==> src/rtl/recip_frame_tx.sv <==
// recip_frame_tx: buffers (N, C_coarse) results in a small FIFO and sends each as an ASCII hex frame to uart_tx.
// Optional RECIP_FRAME_SEQ_EN appends ",SS" (8-bit sequence number) before CR LF.
module recip_frame_tx #(
  parameter int unsigned FIFO_DEPTH     = 4,
  parameter int unsigned DROP_CNT_WIDTH = 8
) (
  input  logic                          clk,
  input  logic                          rst_n,
  input  logic                          res_valid,
  input  logic [23:0]                   res_n,
  input  logic [23:0]                   res_coarse,
  input  logic                          tx_busy,
  output logic [7:0]                    tx_data,
  output logic                          tx_start,
  output logic                          res_drop,
  output logic [DROP_CNT_WIDTH-1:0]     drop_cnt,
  output logic [$clog2(FIFO_DEPTH):0]   fifo_level,
  output logic                          frame_active
);

  localparam int unsigned AW = $clog2(FIFO_DEPTH);
  localparam int unsigned LW = AW + 1;
  localparam int unsigned IW = 5;
`ifdef RECIP_FRAME_SEQ_EN
  localparam int unsigned LAST = 19;
`else
  localparam int unsigned LAST = 16;
`endif

  typedef struct packed {
`ifdef RECIP_FRAME_SEQ_EN
    logic [7:0]  seq;
`endif
    logic [23:0] n;
    logic [23:0] c;
  } entry_t;

  typedef enum logic [1:0] {IDLE, LOAD, START, WAIT} state_t;

  entry_t          mem [FIFO_DEPTH];
  entry_t          in_c;
  entry_t          cur;
  logic [AW-1:0]   wr_ptr;
  logic [AW-1:0]   rd_ptr;
  logic [IW-1:0]   byte_idx;
  state_t          state;
  logic            tx_busy_d;
  logic            empty_c;
  logic            full_c;
  logic            pop_c;
  logic            push_c;
  logic            drop_c;
`ifdef RECIP_FRAME_SEQ_EN
  logic [7:0]      seq;
`endif

  // Pop is resolved first, so a full FIFO still accepts a push in the pop cycle.
  assign empty_c = (fifo_level == '0);
  assign full_c  = (fifo_level == LW'(FIFO_DEPTH));
  assign pop_c   = (state == IDLE) && !empty_c;
  assign push_c  = res_valid && (!full_c || pop_c);
  assign drop_c  = res_valid && !push_c;

  always_comb begin
    in_c   = '0;
    in_c.n = res_n;
    in_c.c = res_coarse;
`ifdef RECIP_FRAME_SEQ_EN
    in_c.seq = seq;
`endif
  end

  function automatic logic [7:0] hex_char(input logic [3:0] v);
    return (v < 4'd10) ? (8'h30 + {4'h0, v}) : (8'h37 + {4'h0, v});
  endfunction

  // Byte idx of the frame built from entry e.
  function automatic logic [7:0] frame_char(input entry_t e, input logic [IW-1:0] idx);
    logic [7:0] ch;
    ch = 8'h00;
    case (idx)
      5'd0:  ch = 8'h52;
      5'd1:  ch = 8'h3D;
      5'd2:  ch = hex_char(e.n[23:20]);
      5'd3:  ch = hex_char(e.n[19:16]);
      5'd4:  ch = hex_char(e.n[15:12]);
      5'd5:  ch = hex_char(e.n[11:8]);
      5'd6:  ch = hex_char(e.n[7:4]);
      5'd7:  ch = hex_char(e.n[3:0]);
      5'd8:  ch = 8'h2C;
      5'd9:  ch = hex_char(e.c[23:20]);
      5'd10: ch = hex_char(e.c[19:16]);
      5'd11: ch = hex_char(e.c[15:12]);
      5'd12: ch = hex_char(e.c[11:8]);
      5'd13: ch = hex_char(e.c[7:4]);
      5'd14: ch = hex_char(e.c[3:0]);
`ifdef RECIP_FRAME_SEQ_EN
      5'd15: ch = 8'h2C;
      5'd16: ch = hex_char(e.seq[7:4]);
      5'd17: ch = hex_char(e.seq[3:0]);
      5'd18: ch = 8'h0D;
      5'd19: ch = 8'h0A;
`else
      5'd15: ch = 8'h0D;
      5'd16: ch = 8'h0A;
`endif
      default: ch = 8'h00;
    endcase
    return ch;
  endfunction

  always_ff @(posedge clk) begin
    if (push_c) mem[wr_ptr] <= in_c;
  end

  // FIFO pointers, level, drop reporting and sequence numbering.
  always_ff @(posedge clk) begin
    if (!rst_n) begin
      wr_ptr     <= '0;
      rd_ptr     <= '0;
      fifo_level <= '0;
      res_drop   <= 1'b0;
      drop_cnt   <= '0;
      tx_busy_d  <= 1'b0;
`ifdef RECIP_FRAME_SEQ_EN
      seq        <= '0;
`endif
    end else begin
      tx_busy_d <= tx_busy;
      res_drop  <= drop_c;
      if (push_c) wr_ptr <= wr_ptr + AW'(1);
      if (pop_c)  rd_ptr <= rd_ptr + AW'(1);
      if (push_c && !pop_c)      fifo_level <= fifo_level + LW'(1);
      else if (pop_c && !push_c) fifo_level <= fifo_level - LW'(1);
      if (drop_c && (drop_cnt != '1)) drop_cnt <= drop_cnt + DROP_CNT_WIDTH'(1);
`ifdef RECIP_FRAME_SEQ_EN
      if (push_c) seq <= seq + 8'd1;
`endif
    end
  end

  // Frame sequencer: one byte per LOAD/START/WAIT round trip.
  always_ff @(posedge clk) begin
    if (!rst_n) begin
      state        <= IDLE;
      cur          <= '0;
      byte_idx     <= '0;
      tx_data      <= 8'h00;
      tx_start     <= 1'b0;
      frame_active <= 1'b0;
    end else begin
      tx_start <= 1'b0;
      case (state)
        IDLE: begin
          if (!empty_c) begin
            cur          <= mem[rd_ptr];
            byte_idx     <= '0;
            frame_active <= 1'b1;
            state        <= LOAD;
          end
        end
        LOAD: begin
          tx_data <= frame_char(cur, byte_idx);
          state   <= START;
        end
        START: begin
          if (!tx_busy) begin
            tx_start <= 1'b1;
            state    <= WAIT;
          end
        end
        WAIT: begin
          if (tx_busy_d && !tx_busy) begin
            if (byte_idx == IW'(LAST)) begin
              frame_active <= 1'b0;
              state        <= IDLE;
            end else begin
              byte_idx <= byte_idx + IW'(1);
              state    <= LOAD;
            end
          end
        end
        default: state <= IDLE;
      endcase
    end
  end

endmodule

==> config.mk <==
export PLATFORM = sky130hd
export DESIGN_NAME = recip_frame_tx
export DESIGN_NICKNAME = d
export VERILOG_FILES = /design/src/rtl/recip_frame_tx.sv
export SDC_FILE = /design/constraint.sdc
export NUM_CORES = 1
export LEC_CHECK = 0
export BUFFER_PORTS_ARGS = -buffer_cell sky130_fd_sc_hd__buf_2
export CAP_MARGIN = 0
export CORE_MARGIN = 2
export CORE_UTILIZATION = 55
export DETAILED_ROUTE_END_ITERATION = 6
export PLACE_DENSITY_LB_ADDON = 0.3
export SETUP_SLACK_MARGIN = 0.3
export SLEW_MARGIN = 20
export SYNTH_ARGS = -nofsm -noshare
export SYNTH_HDL_FRONTEND = slang
export SYNTH_SLANG_ARGS = --single-unit
==> constraint.sdc <==
create_clock -name clk -period 2.83 [get_ports clk]
set_input_delay 0.283 -clock clk [delete_from_list [all_inputs] [get_ports clk]]
set_output_delay 0.283 -clock clk [all_outputs]
set_load 0.005 [all_outputs]
# ---- After elaboration in Yosys (flattened, before gate mapping)
# Memory sizes are Yosys's and may differ from the RTL's. A register that Yosys moved wholly into a read port is not among the register bits.
# Cells that the tools add are included.
dict set report word_totals {
  register_bits 34
  ram_bits 192
  input_bits 52
  output_inout_bits 22
  word_cells 136
  mem_count 1
}
# memory depth word_bits rd rd_clocked_by_memory_dff write_ports line
set memory_table {}
lappend memory_table {mem 4 48 1 1 1 40} ;# entry_t mem [FIFO_DEPTH];
dict set report op_classes {
  n_addsub 30
  magnitude_cmp 12
  n_eq_ne 26
  muxes 31
  bitwise 1
  reduce_logical 24
}
# op count
set op_table {}
lappend op_table {{6-bit by 4-bit adder with 7-bit output, first input constant} 24}
lappend op_table {{7-bit case mux with 17 select lines} 1}
lappend op_table {{7-bit two-way mux} 12}
lappend op_table {{4-bit < comparator, second input constant} 12}
lappend op_table {{5-bit by 4-bit equality test with 1-bit output, second input constant} 8}
lappend op_table {{5-bit by 3-bit equality test with 1-bit output, second input constant} 4}
lappend op_table {{5-bit two-way mux} 3}
lappend op_table {{5-bit by 2-bit equality test with 1-bit output, second input constant} 2}
lappend op_table {{2-bit inequality test, second input constant} 5}
lappend op_table {{5-bit case mux with 2 select lines} 1}
lappend op_table {{8-bit by 1-bit adder with 8-bit output, second input constant} 1}
lappend op_table {{8-bit inequality test, second input constant} 1}
lappend op_table {{2-bit case mux with 4 select lines} 1}
lappend op_table {{4-bit AND reduction} 2}
lappend op_table {{1-bit logical AND} 7}
lappend op_table {{1-bit two-way mux} 7}
lappend op_table {{1-bit logical NOT} 6}
lappend op_table {{2-bit two-way mux} 3}
lappend op_table {{3-bit two-way mux} 2}
lappend op_table {{5-bit by 1-bit adder with 5-bit output, second input constant} 1}
lappend op_table {{5-bit by 1-bit equality test with 1-bit output, second input constant} 1}
lappend op_table {{5-bit equality test, second input constant} 1}
lappend op_table {{5-bit logical NOT} 1}
lappend op_table {{2-bit by 1-bit adder with 2-bit output, second input constant} 2}
lappend op_table {{13 further kinds} 16}

# ---- Depth between registers and ports, before layout
dict set report depth {
  ltp_word 9
  mapped_depth 12
  depth_no_buf 10
}

# ---- Least setup slack after synthesis
# OpenSTA, ideal clock, no wires.
dict set report synth_timing {
  kind {register to register}
  from {reg state[0]}
  to {mem mem[1][0] (netlist bit) (enable)}
  setup_ps 410
  arrival_ps 2265
  required_time_ps 2420
  setup_slack_ps 155
  path_stages_with_launch 7
  n_path_buf 1
  period_less_slack_ps 2675
  path_cell_list {dfxtp_1 inv_1 ha_1 nor4b_2 nor2b_1 clkbuf_1 and2_1}
}
dict set report synth_via {
  elab_chain_cells 6
}
# element line
set synth_lines {}
lappend synth_lines {{start, declared} 46} ;# state_t state;
lappend synth_lines {{start signal, assigned} 145} ;# state <= IDLE;
lappend synth_lines {{start signal, assigned} 159} ;# state <= LOAD;
lappend synth_lines {{start signal, assigned} 164} ;# state <= START;
lappend synth_lines {{2-bit logical NOT} 60} ;# assign pop_c = (state == IDLE) && !empty_c;
lappend synth_lines {{1-bit logical AND} 60}
lappend synth_lines {{1-bit logical OR} 61} ;# assign push_c = res_valid && (!full_c || pop_c);
lappend synth_lines {{1-bit logical AND} 61}
lappend synth_lines {{named net push_c} 51} ;# logic push_c;
lappend synth_lines {{1-bit two-way mux} 113} ;# if (push_c) mem[wr_ptr] <= in_c;
lappend synth_lines {{1-bit two-way mux (not written as such)} 113}
lappend synth_lines {{end, declared} 40}
# The timed path passes the listed nets, and every way through them passes these cells.

# ---- Worst setup path after layout
dict set report layout_timing {
  from {reg byte_idx[3]}
  to {reg tx_data[3]}
}
dict set report layout_via {
  elab_chain_cells 2
  elab_cells_between_ends 18
  classes_between {eq/ne: 16; mux: 1; reduce/logical: 1}
}
# element line
set layout_lines {}
lappend layout_lines {{start, declared} 45} ;# logic [IW-1:0] byte_idx;
lappend layout_lines {{start signal, assigned} 178} ;# byte_idx <= byte_idx + IW'(1);
lappend layout_lines {{5-bit equality test (tied with other cells)} 81} ;# case (idx)
lappend layout_lines {{7-bit case mux with 17 select lines *} 81}
lappend layout_lines {{end signal, assigned} 163} ;# tx_data <= frame_char(cur, byte_idx);
lappend layout_lines {{end, declared} 13} ;# output logic [7:0] tx_data,
# Every way passes the cells marked *; elsewhere a longest branch is shown, timed or not.
# A chain may end at the register's enable or synchronous reset.

==> impl_metrics.csv <==
group,metric,value,unit
logic_synthesis,synth-compound-area-share,8.86,%
placed_design,hpwlAfterDp,16.1,mm
timing,min_period_over_period,84.8,%
floorplan,die-area,22700,um^2
hold_path,worstHoldPathCells,2,
hold_path,hp-class,"primary input to flip-flop",
timing,setup-violations-final,0,
grt,grt_pass1_vias,7500,
logic_synthesis,synth.avg_cell_area,13.1,um^2
hold_path,min_to,"res_drop$_SDFF_PN0_",
placed_design,gp_congestion,0.970,
grt,grt.overflow.total,0,
logic_synthesis,synth_edf_count,192,
timing,hold_viol,0,
drt,route.detailed.drc,0,
setup_path,start_kind,"flip-flop",
logic_synthesis,ys_seq_area_share,62.3,%
clock_tree,cts-htree-levels,1,
logic_synthesis,netlist_instances,907,
floorplan,initial_core_util,56.2,%
logic_synthesis,async_reset_ff_share,0,%
timing,worst_pin_slew,0.737,ns
clock_tree,numCtsBuffers,28,
flow_run,maxCapViolations,0,
logic_synthesis,syn_nets,988,
drt,wire_per_inst,18.6,um
grt,grt_max_degree,51,
floorplan,die_width,151,um
drt,wl_met2,12.1,mm
finish,stdcell_area,14000,um^2
setup_path,crit_path_end_kind,"flip-flop",
drt,vias,7582,
placed_design,dpl_cell_area,12600,um^2
drt,avgViaCountPerCell,5.68,
pwr,p_sw,3880,uW
logic_synthesis,synthXorXnorAreaFrac,1.99,%
timing,slew-limit-headroom,50.8,%
setup_path,worstPathRequired,3.26,ns
logic_synthesis,yosysUniqueCellTypes,63,
clock_tree,clkTransAtPathRegs,0.07,ns
pwr,power_frac_seq,44.0,%
logic_synthesis,ys_warn_count,0,
drt,antenna_left,0,
drt,met1Wirelength,11.1,mm
placed_design,io_buffers,72,
setup_path,cp_max_fo,22,
logic_synthesis,synthSimpleGateAreaFrac,11.1,%
finish,drive_gt1_share,19.4,%
pwr,switching_share,31.2,%
floorplan,num_rows,53,
setup_path,reg2reg_setup_slack,0.43,ns
drt,drt_iter0_drc,585,
pwr,power_density,885,nW/um^2
drt,drtPass1Iterations,5,
logic_synthesis,synth_top_family_by_area,"simple AND/OR/NAND/NOR gates",
finish,fillers,1496,
floorplan,fp.dieH,151,um
finish,nets,1118,
floorplan,boundaryPins,74,
timing,post-route-min-period,2.40,ns
logic_synthesis,synthFlopType,"edfxtp_1",
pwr,vdd_ir_drop_max,0.653,mV
hold_path,hp-start,"res_valid",
pwr,cellLeakagePower,0.00481,uW
clock_tree,clk_latency,0.57,ns
setup_path,worstPathArrival,2.83,ns
logic_synthesis,syn_area,11900,um^2
logic_synthesis,synth_seq_cells,273,
timing,clock.fmax,417,MHz
pwr,clockPowerShare,30.0,%
clock_tree,cts.sinks,273,
setup_path,timing.rr.end,"tx_data[3]$_SDFFE_PN0N_",
finish,diodes,0,
drt,highest_layer,"met4",
clock_tree,cts-root-buf,"clkbuf_16",
logic_synthesis,synthMuxAreaShare,9.63,%
logic_synthesis,synth_adder_area_share,3.12,%
clock_tree,clk_path_buf_depth,3,
pwr,p_int,8550,uW
grt,gr-usage-all-layers,22.5,%
drt,met3_length,1.05,mm
timing,timing.hold.ws,0.0144,ns
finish,seq_area,7390,um^2
timing,slew_viol_final,0,
outcome,status,"finished, final reports clean",
setup_path,critPathKind,"flip-flop to flip-flop",
timing,final.setup.tns,0,ns
grt,grt_pass1_wl,39.6,mm
timing,rsz0062_at_grt,"true",
finish,multi_input_area,4140,um^2
pwr,p_comb_share,26.0,%
setup_path,rr_startpoint,"byte_idx[3]$_SDFFE_PN0P_",
timing,finClkSkew,0.0368,ns
grt,antenna_found_initial,0,
clock_tree,cts_tree,"built",
setup_path,worst-r2r-cell-count,7,
finish,synthToLayoutAreaGrowth,18.4,%
drt,wl,24.9,mm
floorplan,core_area,21100,um^2
synth_stat cells (14+ instances only):
master | count | area (um^2)
xnor2_1 | 20 | 175
a21oi_1 | 87 | 435
inv_1 | 40 | 150
nor3_1 | 14 | 70.1
dfxtp_1 | 81 | 1620
nor2b_1 | 15 | 93.8
nand2_1 | 122 | 458
mux4_2 | 48 | 1080
edfxtp_1 | 192 | 5770
ha_1 | 28 | 350
clkbuf_1 | 22 | 82.6
o21ai_0 | 38 | 190
nor2_1 | 32 | 120
state kept, by name (all words and copies together) (netlist names), 2 cells and up:
name	flops
byte_idx	5
fifo_level	3
drop_cnt	8
state	2
rd_ptr	2
mem	192
cur	48
tx_data	7
wr_ptr	2
cells by family (layout without fill, tap and decap cells):
kind of cell	count (synthesis)	after routing
other	1	1
muxes	54	54
adders and majority gates	29	29
xor gates and xnor gates	27	27
AOI/OAI and AO/OA	179	179
and+or+nand+nor	260	260
DFF	273	273
buffers and inverters	84	236
cells in the final DEF (no fill, tap or decap), types with 13 or more instances in the layout:
cell type        n
nor3_1          14
clkbuf_16       28
ha_1            28
xnor2_1         20
nor2b_1         13
edfxtp_1       192
inv_1           40
dfxtp_1         78
a21oi_1         87
mux4_2          48
o21ai_0         38
dlygate4sd3_1   49
buf_2           72
buf_4           16
nor2_1          32
nand2_1        122
through the flow:
step | power [uW] | setup WS, ns | instances | utilization (%)
after detailed placement | 8720 | 0.227 | 1231 | 59.6
after floorplan | 7780 | 0.366 | 907 | -
after global routing | 13100 | 0.219 | 1334 | 66.6
after CTS | 12500 | 0.338 | 1332 | 66.5
final | 12400 | 0.430 | 1334 | 66.6
after global placement | 8620 | 0.313 | 1231 | 59.6
layer usage:
metal / GRT usage [%] / up-vias
met2: 37.5 / 193
li1: - / 3661
met4: 6.40 / 0
met5: 0 / -
met3: 3.31 / 41
met1: 31.1 / 3687
power by group through the flow:
stage,clock [uW],combinational [uW],sequential [uW]
after floorplan,0,2490,5300
after detailed placement,0,3170,5550
after CTS,3800,3250,5470
after global placement,0,3090,5520
after global routing,3960,3630,5560
final,3730,3230,5460
worst max path at each step:
stage	start	to	slack, ns	cells past startpoint
2_1_floorplan	state[0]$_SDFFE_PN0P_	fifo_level[2]$_SDFFE_PN0P_	0.37	12
3_3_place_gp	state[0]$_SDFFE_PN0P_	fifo_level[2]$_SDFFE_PN0P_	0.31	10
3_5_place_dp	state[0]$_SDFFE_PN0P_	fifo_level[2]$_SDFFE_PN0P_	0.23	10
4_1_cts	state[0]$_SDFFE_PN0P_	fifo_level[2]$_SDFFE_PN0P_	0.34	10
5_1_grt	byte_idx[4]$_SDFFE_PN0P_	tx_data[4]$_SDFFE_PN0N_	0.22	7
6_report	byte_idx[3]$_SDFFE_PN0P_	tx_data[3]$_SDFFE_PN0N_	0.43	7
worst max-delay path, stage by stage (launching register included):
cell,delay (ns)
dfxtp_1,0.54
buf_4,0.27
and3_1,0.16
ha_1,0.22
a211o_1,0.27
o311ai_2,0.46
or2_1,0.25
o22ai_1,0.11
what timing repair did:
item / 4_1_cts / 5_1_grt
gates cloned: 0 / 0
endpoints found under the hold margin: 194 / 0
setup buffers: 0 / 2
pin swaps: 0 / 0
gates resized for setup: 1 / 2
endpoints found under the setup margin: 1 / 7
hold buffers: 49 / 0
cell type report:
| cell class | count | area share [%] |
|---|---|---|
| inverter | 43 | 1.15 |
| multi-input combinational | 550 | 29.5 |
| tap | 275 | 2.45 |
| timing repair buffer | 141 | 7.48 |
| clock inverter | 20 | 1.69 |
| sequential | 273 | 52.6 |
| clock buffer | 32 | 5.10 |
No activity file was read; power rests on OpenSTA's default activity.
